<file path="src/rtl/lcd_write_ctrl.sv">
// HD44780 character-LCD write engine: valid/ready byte writes with hardware setup/enable/hold/busy timing.
// Optional power-on init sequence is enabled by defining LCD_INIT_EN.
module lcd_write_ctrl #(
  parameter int unsigned SETUP_CYC     = 2,
  parameter int unsigned PULSE_CYC     = 12,
  parameter int unsigned HOLD_CYC      = 2,
  parameter int unsigned CMD_WAIT_CYC  = 2000,
  parameter int unsigned CLR_WAIT_CYC  = 82000,
  parameter int unsigned INIT_WAIT_CYC = 750000
) (
  input  logic       clk_i,
  input  logic       rst_i,
  input  logic       req_valid_i,
  output logic       req_ready_o,
  input  logic       req_rs_i,
  input  logic [7:0] req_data_i,
  output logic       busy_o,
  output logic       lcd_on_o,
  output logic       lcd_en_o,
  output logic       lcd_rs_o,
  output logic       lcd_rw_o,
  output logic [7:0] lcd_data_o
);

  localparam int unsigned MAX_A   = (SETUP_CYC > PULSE_CYC) ? SETUP_CYC : PULSE_CYC;
  localparam int unsigned MAX_B   = (HOLD_CYC > CMD_WAIT_CYC) ? HOLD_CYC : CMD_WAIT_CYC;
  localparam int unsigned MAX_C   = (CLR_WAIT_CYC > INIT_WAIT_CYC) ? CLR_WAIT_CYC : INIT_WAIT_CYC;
  localparam int unsigned MAX_AB  = (MAX_A > MAX_B) ? MAX_A : MAX_B;
  localparam int unsigned MAX_CYC = (MAX_AB > MAX_C) ? MAX_AB : MAX_C;
  localparam int unsigned CNT_W   = $clog2(MAX_CYC + 1);

  localparam logic [CNT_W-1:0] LD_SETUP = CNT_W'(SETUP_CYC - 1);
  localparam logic [CNT_W-1:0] LD_PULSE = CNT_W'(PULSE_CYC - 1);
  localparam logic [CNT_W-1:0] LD_HOLD  = CNT_W'(HOLD_CYC - 1);
  localparam logic [CNT_W-1:0] LD_CMD   = CNT_W'(CMD_WAIT_CYC - 1);
  localparam logic [CNT_W-1:0] LD_CLR   = CNT_W'(CLR_WAIT_CYC - 1);
`ifdef LCD_INIT_EN
  localparam logic [CNT_W-1:0] LD_INIT  = CNT_W'(INIT_WAIT_CYC - 1);
`endif

  typedef enum logic [2:0] {
    S_IDLE,
    S_SETUP,
    S_PULSE,
    S_HOLD,
`ifdef LCD_INIT_EN
    S_INIT,
`endif
    S_WAIT
  } state_t;

  state_t           r_state;
  state_t           w_state_nxt;
  logic [CNT_W-1:0] r_cnt;
  logic [CNT_W-1:0] w_cnt_nxt;
  logic             r_ready;
  logic             r_busy;
  logic             r_on;
  logic             r_en;
  logic             r_rs;
  logic             r_rw;
  logic [7:0]       r_data;
  logic             w_rs_nxt;
  logic [7:0]       w_data_nxt;
  logic             w_ready_nxt;
  logic             w_en_nxt;
  logic             w_accept;
  logic             w_cnt_zero;
  logic             w_is_clr;
`ifdef LCD_INIT_EN
  logic [2:0]       r_init_idx;
  logic [2:0]       w_init_idx_nxt;
  logic             r_init_done;
  logic             w_init_done_nxt;

  // Power-on instruction sequence: function set x3, display on, clear, entry mode
  function automatic logic [7:0] init_byte(input logic [2:0] idx);
    case (idx)
      3'd0, 3'd1, 3'd2: init_byte = 8'h38;
      3'd3:             init_byte = 8'h0C;
      3'd4:             init_byte = 8'h01;
      default:          init_byte = 8'h06;
    endcase
  endfunction
`endif

  assign w_accept   = req_valid_i & r_ready;
  assign w_cnt_zero = (r_cnt == '0);
  // Clear display / return home need the long busy time
  assign w_is_clr   = ~r_rs && (r_data >= 8'h01) && (r_data <= 8'h03);

  always_comb begin
    w_state_nxt = r_state;
    w_cnt_nxt   = w_cnt_zero ? '0 : r_cnt - CNT_W'(1);
    w_rs_nxt    = r_rs;
    w_data_nxt  = r_data;
`ifdef LCD_INIT_EN
    w_init_idx_nxt  = r_init_idx;
    w_init_done_nxt = r_init_done;
`endif
    case (r_state)
      S_IDLE: begin
        if (w_accept) begin
          w_state_nxt = S_SETUP;
          w_cnt_nxt   = LD_SETUP;
          w_rs_nxt    = req_rs_i;
          w_data_nxt  = req_data_i;
        end
      end
      S_SETUP: begin
        if (w_cnt_zero) begin
          w_state_nxt = S_PULSE;
          w_cnt_nxt   = LD_PULSE;
        end
      end
      S_PULSE: begin
        if (w_cnt_zero) begin
          w_state_nxt = S_HOLD;
          w_cnt_nxt   = LD_HOLD;
        end
      end
      S_HOLD: begin
        if (w_cnt_zero) begin
          w_state_nxt = S_WAIT;
          w_cnt_nxt   = w_is_clr ? LD_CLR : LD_CMD;
        end
      end
      S_WAIT: begin
        if (w_cnt_zero) begin
`ifdef LCD_INIT_EN
          if (!r_init_done && (r_init_idx != 3'd5)) begin
            w_init_idx_nxt = r_init_idx + 3'd1;
            w_rs_nxt       = 1'b0;
            w_data_nxt     = init_byte(r_init_idx + 3'd1);
            w_state_nxt    = S_SETUP;
            w_cnt_nxt      = LD_SETUP;
          end else begin
            w_init_done_nxt = 1'b1;
            w_state_nxt     = S_IDLE;
          end
`else
          w_state_nxt = S_IDLE;
`endif
        end
      end
`ifdef LCD_INIT_EN
      S_INIT: begin
        if (w_cnt_zero) begin
          w_init_idx_nxt = 3'd0;
          w_rs_nxt       = 1'b0;
          w_data_nxt     = init_byte(3'd0);
          w_state_nxt    = S_SETUP;
          w_cnt_nxt      = LD_SETUP;
        end
      end
`endif
      default: begin
        w_state_nxt = S_IDLE;
        w_cnt_nxt   = '0;
      end
    endcase
    w_ready_nxt = (w_state_nxt == S_IDLE);
    w_en_nxt    = (w_state_nxt == S_PULSE);
  end

  // State, counter and registered pin drivers; reset forces EN low on the same edge
  always_ff @(posedge clk_i) begin
    if (rst_i) begin
`ifdef LCD_INIT_EN
      r_state     <= S_INIT;
      r_cnt       <= LD_INIT;
      r_init_idx  <= 3'd0;
      r_init_done <= 1'b0;
`else
      r_state     <= S_IDLE;
      r_cnt       <= '0;
`endif
      r_ready <= 1'b0;
      r_busy  <= 1'b1;
      r_on    <= 1'b0;
      r_en    <= 1'b0;
      r_rs    <= 1'b0;
      r_rw    <= 1'b0;
      r_data  <= 8'h00;
    end else begin
`ifdef LCD_INIT_EN
      r_init_idx  <= w_init_idx_nxt;
      r_init_done <= w_init_done_nxt;
`endif
      r_state <= w_state_nxt;
      r_cnt   <= w_cnt_nxt;
      r_ready <= w_ready_nxt;
      r_busy  <= ~w_ready_nxt;
      r_on    <= 1'b1;
      r_en    <= w_en_nxt;
      r_rs    <= w_rs_nxt;
      r_rw    <= 1'b0;
      r_data  <= w_data_nxt;
    end
  end

  assign req_ready_o = r_ready;
  assign busy_o      = r_busy;
  assign lcd_on_o    = r_on;
  assign lcd_en_o    = r_en;
  assign lcd_rs_o    = r_rs;
  assign lcd_rw_o    = r_rw;
  assign lcd_data_o  = r_data;

endmodule

</file>
<file path="config.mk">
export PLATFORM = sky130hd
export DESIGN_NAME = lcd_write_ctrl
export DESIGN_NICKNAME = d
export VERILOG_FILES = /design/src/rtl/lcd_write_ctrl.sv
export SDC_FILE = /design/constraint.sdc
export NUM_CORES = 1
export LEC_CHECK = 0
export ABC_AREA = 1
export CAP_MARGIN = 20
export CORE_ASPECT_RATIO = 1.5
export CORE_MARGIN = 10
export CORE_UTILIZATION = 30
export DETAILED_ROUTE_END_ITERATION = 8
export PLACE_DENSITY_LB_ADDON = 0.12
export SYNTH_ARGS = -nofsm -noshare
export SYNTH_HDL_FRONTEND = slang
export SYNTH_SLANG_ARGS = --single-unit
</file>
<file path="constraint.sdc">
create_clock -name clk_i -period 1.75 [get_ports clk_i]
set_input_delay 0.2625 -clock clk_i [delete_from_list [all_inputs] [get_ports clk_i]]
set_output_delay 0.2625 -clock clk_i [all_outputs]
set_load 0.005 [all_outputs]
</file>
==> flow_results.org <==
** Power
- Switching share of power :: 0.4318
- Sequential cell fraction of total power :: 0.288
- Clock share of power :: 0.191
- The share of total power dissipated in combinational logic is 0.522.
- For this design the total switching power over the nets is 1.840 mW.
- Total power density per cell area :: between 1500 and 2000 nW/um^2
- Internal Power :: roughly 2.4 mW
- Summed over all cells, the static leakage comes to 1.037 nW.
- Across the VDD grid, the largest voltage drop is about 0.00064 V.

** Run
- Max-capacitance violation count :: 0

** Timing
- Final critical delay including setup and external delays :: between 1500 and 2000 ps
- In the finished design, the share of the clock period the worst path needs comes to 0.8979.
- Setup repair after global routing left no endpoint under its margin.
- Final TNS setup :: 0 ps
- The final max-slew violation count is 0.
- The count of endpoints failing hold in the final timing report is 0.
- Setup violations remaining at the end of the flow were counted as 0.
- Maximum frequency from static timing analysis :: 636.4 MHz
- Across all hold checks on the routed design, the worst slack comes to 493.9 ps.
- Maximum clock skew at final layout :: between 7 and 8 ps

** Final layout
- Relative to the synthesized area, the layout overhead comes to 27.97%.
- In the final layout, the share of cells above drive strength 1 is 0.1570.
- Antenna cells :: 0
- Most used cells in the layout excluding fill and tap cells :: nor2_1 (57), nand2_1 (37), dfxtp_1 (36)
- Number of nets in the final layout :: approximately 310
- Core utilization of the finished layout :: 0.3893
- Final Non-Filler Cells :: ~370
- Post-route cell area :: roughly 2400 sq um
- Leaving out fill and tap cells, the most frequent cell in the layout is nor2_1.

** CTS
- Clock-pin slew was measured on the worst setup and hold paths at approximately 80 ps.
- CTS tree :: built
- Buffer cell driving the clock tree root :: clkbuf_8
- No sink is reached through more buffers than the 2 on the longest clock path.
- Number of buffers inserted by hold repair at cts :: 0
- Clock Sink Count :: 36
- Clock Latency Late Sink :: ~290 ps
- Clock tree synthesis inserted a total of 5 buffers.
- The H-tree was split into 2 levels.

** Placement
- Weighted congestion at the end of routability-driven global placement :: slightly above 0.8
- Placed cell count :: approximately 360
- # port buffers :: 24
- The placed instances occupy a cell area of between 2000 and 2500 sq um.
- Placed wire-length estimate :: 3820 um

** Die
- The initial utilization of the core area, before any placement, comes to 0.3042.
- The die covers between 9000 and 10000 sq um.
- Total I/O pin count :: 26
- Core region area :: 6087 sq um
- Count of standard-cell rows :: 35
- The die is 84.15 um wide.
- Vertical die dimension :: 116.2 um

** Critical path
- Register-to-register setup slack :: approximately 180 ps
- Crit path buffers/inverters :: 2
- Type of element capturing the critical path :: register
- Worst path depth :: 9
- Startpoint of the lowest-slack register-to-register path :: r_cnt[0]
- Along the worst path, the maximum fanout reaches 8.
- Data on the critical path is required at its endpoint by slightly below 2000 ps.
- Counting cells, the worst reg-to-reg path comes to 9.
- The largest single stage delay on the critical path is roughly 320 ps.
- Most used cell, CP :: nand2_1
- Arr. time, crit path :: around 1800 ps
- Top delay family on crit path :: simple AND/OR/NAND/NOR gates
- On the critical path, the stage with the largest delay is an instance of dfxtp_1.
- Walking the worst path, the cells encountered are inv_1, ha_1, nand3_1, nor2_2, nand3_4, clkinv_1, nand2_1, nand2_1, nor2_1.
- The critical path in this run is classified as register to register.
- The worst setup path is launched from a register.
- In this run the worst setup path begins at r_cnt[0].
- Reg-to-reg endpoint :: r_cnt[9]

** Global route
- Entering global routing, the biggest net connects 13 pins.
- The number of antenna violations at the first check in global routing came to 0.
- Wire length of the first global-routing pass :: approximately 7700 um
- GRT Total Usage :: 0.09739
- Remaining global-route overflow :: 0
- Via count of the first global-routing pass :: ~1700

** Yosys
- Proportion of synthesized chip area in sequential cells :: 0.3892
- Averaged over all synthesized cells, the footprint is 7.234 sq um.
- The largest total area in the synthesized netlist belongs to dfxtp_1.
- Instance count of the mapped netlist :: 256
- Area fraction of the dominant cell type after synthesis :: 0.3892
- By area the synthesized netlist is led by dfxtp_1 (39%), nor2_1 (12%), nand2_1 (7.5%).
- Unique masters post-synth :: 33
- Synth Flop Type :: dfxtp_1
- Yosys printed 0 warnings.
- Post-synth ARST share :: 0
- Counting flops with a built-in enable in the synthesized netlist gives 0.
- Net count after synthesis :: between 200 and 300
- Summed instance area of the synthesized netlist :: between 1500 and 2000 sq um
- Number of flip-flops and latches in the synthesized netlist :: 36

** Hold path
- The path class of the tightest hold or removal check is register to register.
- End point of the most critical hold path :: r_cnt[18]
- Cell depth of the worst min-delay path :: 2
- In this run the most critical hold path is launched from r_cnt[18].

** Drt
- Once detail routing completed, the nets flagged for antenna violations numbered 0.
- Total DRC errors in the routed layout :: 0
- Summed over all layers, the routed wires come to about 4700 um.
- Summing over every cut layer, the via total after detailed routing is between 1500 and 2000.
- Number of violations reported at the end of detailed-routing iteration 0 :: 66
- Avg WL per Cell :: 12.76 um
- The first detailed-routing pass ran for 4 iterations.
- After detailed routing, the number of vias per cell comes to around 4.5.

** Status
- Outcome :: complete, no violations
[cells in the mapped netlist (3+ instances only)]
library cell	instances
nand2_2	4
nand4_1	5
dfxtp_1	36
a21oi_1	13
nand3_1	13
nor3_1	5
nand2_1	37
nor2_2	9
nand3_2	5
o21ai_0	12
nor2_4	4
nor2_1	58
inv_1	23
o21ai_1	3
xor2_1	8
[cell families (layout without fill, tap and decap cells)]
logic type / after synthesis / count (layout) / share of synthesized area
buf+inv: 29 / 66 / 0.06756
simple gates: 147 / 147 / 0.3912
compound gates: 31 / 31 / 0.08919
other cells: 1 / 1 / 0.002025
fa+ha+maj: 2 / 2 / 0.01351
flops: 36 / 36 / 0.3892
xor+xnor: 10 / 10 / 0.04730
[flip-flops by register name (all words and copies together) (netlist names)]
name / count
req_ready_o: 1
r_cnt: 20
lcd_on_o: 1
busy_o: 1
lcd_data_o: 8
lcd_en_o: 1
lcd_rs_o: 1
r_state: 3
[area by class of cell]
type | count | area (sq um)
flip-flops and latches | 36 | 720.7
fillers | 659 | 3717
clock inverters | 1 | 30.03
well taps | 74 | 92.59
clock buffers | 7 | 96.34
multi-input cells | 191 | 1016
inverters | 25 | 93.84
repair buffers | 33 | 320.3
[power groups by stage]
| stage | clock network, mW | registers [mW] | logic, mW |
|---|---|---|---|
| 2_1_floorplan | 0 | 1.21 | 1.56 |
| 3_3_place_gp | 0 | 1.25 | 2.20 |
| 3_5_place_dp | 0 | 1.25 | 2.21 |
| 4_1_cts | 0.844 | 1.23 | 2.22 |
| 5_1_grt | 0.862 | 1.26 | 2.51 |
| 6_report | 0.812 | 1.23 | 2.22 |
[worst max-delay path by stage]
stage,end,slack [ps]
3_5_place_dp,r_cnt[9],80
2_1_floorplan,busy_o,360
4_1_cts,r_cnt[9],60
5_1_grt,r_cnt[14],0.9
6_report,r_cnt[9],180
3_3_place_gp,r_cnt[10],80
[worst register-to-register path: stages (launching register included)]
cell and delay, ps:
dfxtp_1 320, inv_1 110, ha_1 200, nand3_1 100, nor2_2 190, nand3_4 150, clkinv_1 130, nand2_1 60
nand2_1 130, nor2_1 70
[metrics by stage]
stage          setup WS, ps  power, mW
5_1_grt              0.9028      4.636
3_3_place_gp          79.26      3.450
3_5_place_dp          76.91      3.454
4_1_cts               64.57      4.291
2_1_floorplan         359.4      2.761
6_report              178.7      4.261
[repair_timing]
action | CTS | global route
endpoints found under the setup margin | 0 | 7
setup buffers | 0 | 0
resized for setup | 0 | 2
[layer usage]
metal  share of wire  track usage
met5               0            0
met4           0.012      0.03359
met3           0.054      0.03419
met2            0.56       0.1923
met1            0.38      0.08908
Note: power is estimated with default switching activity, not from simulation.
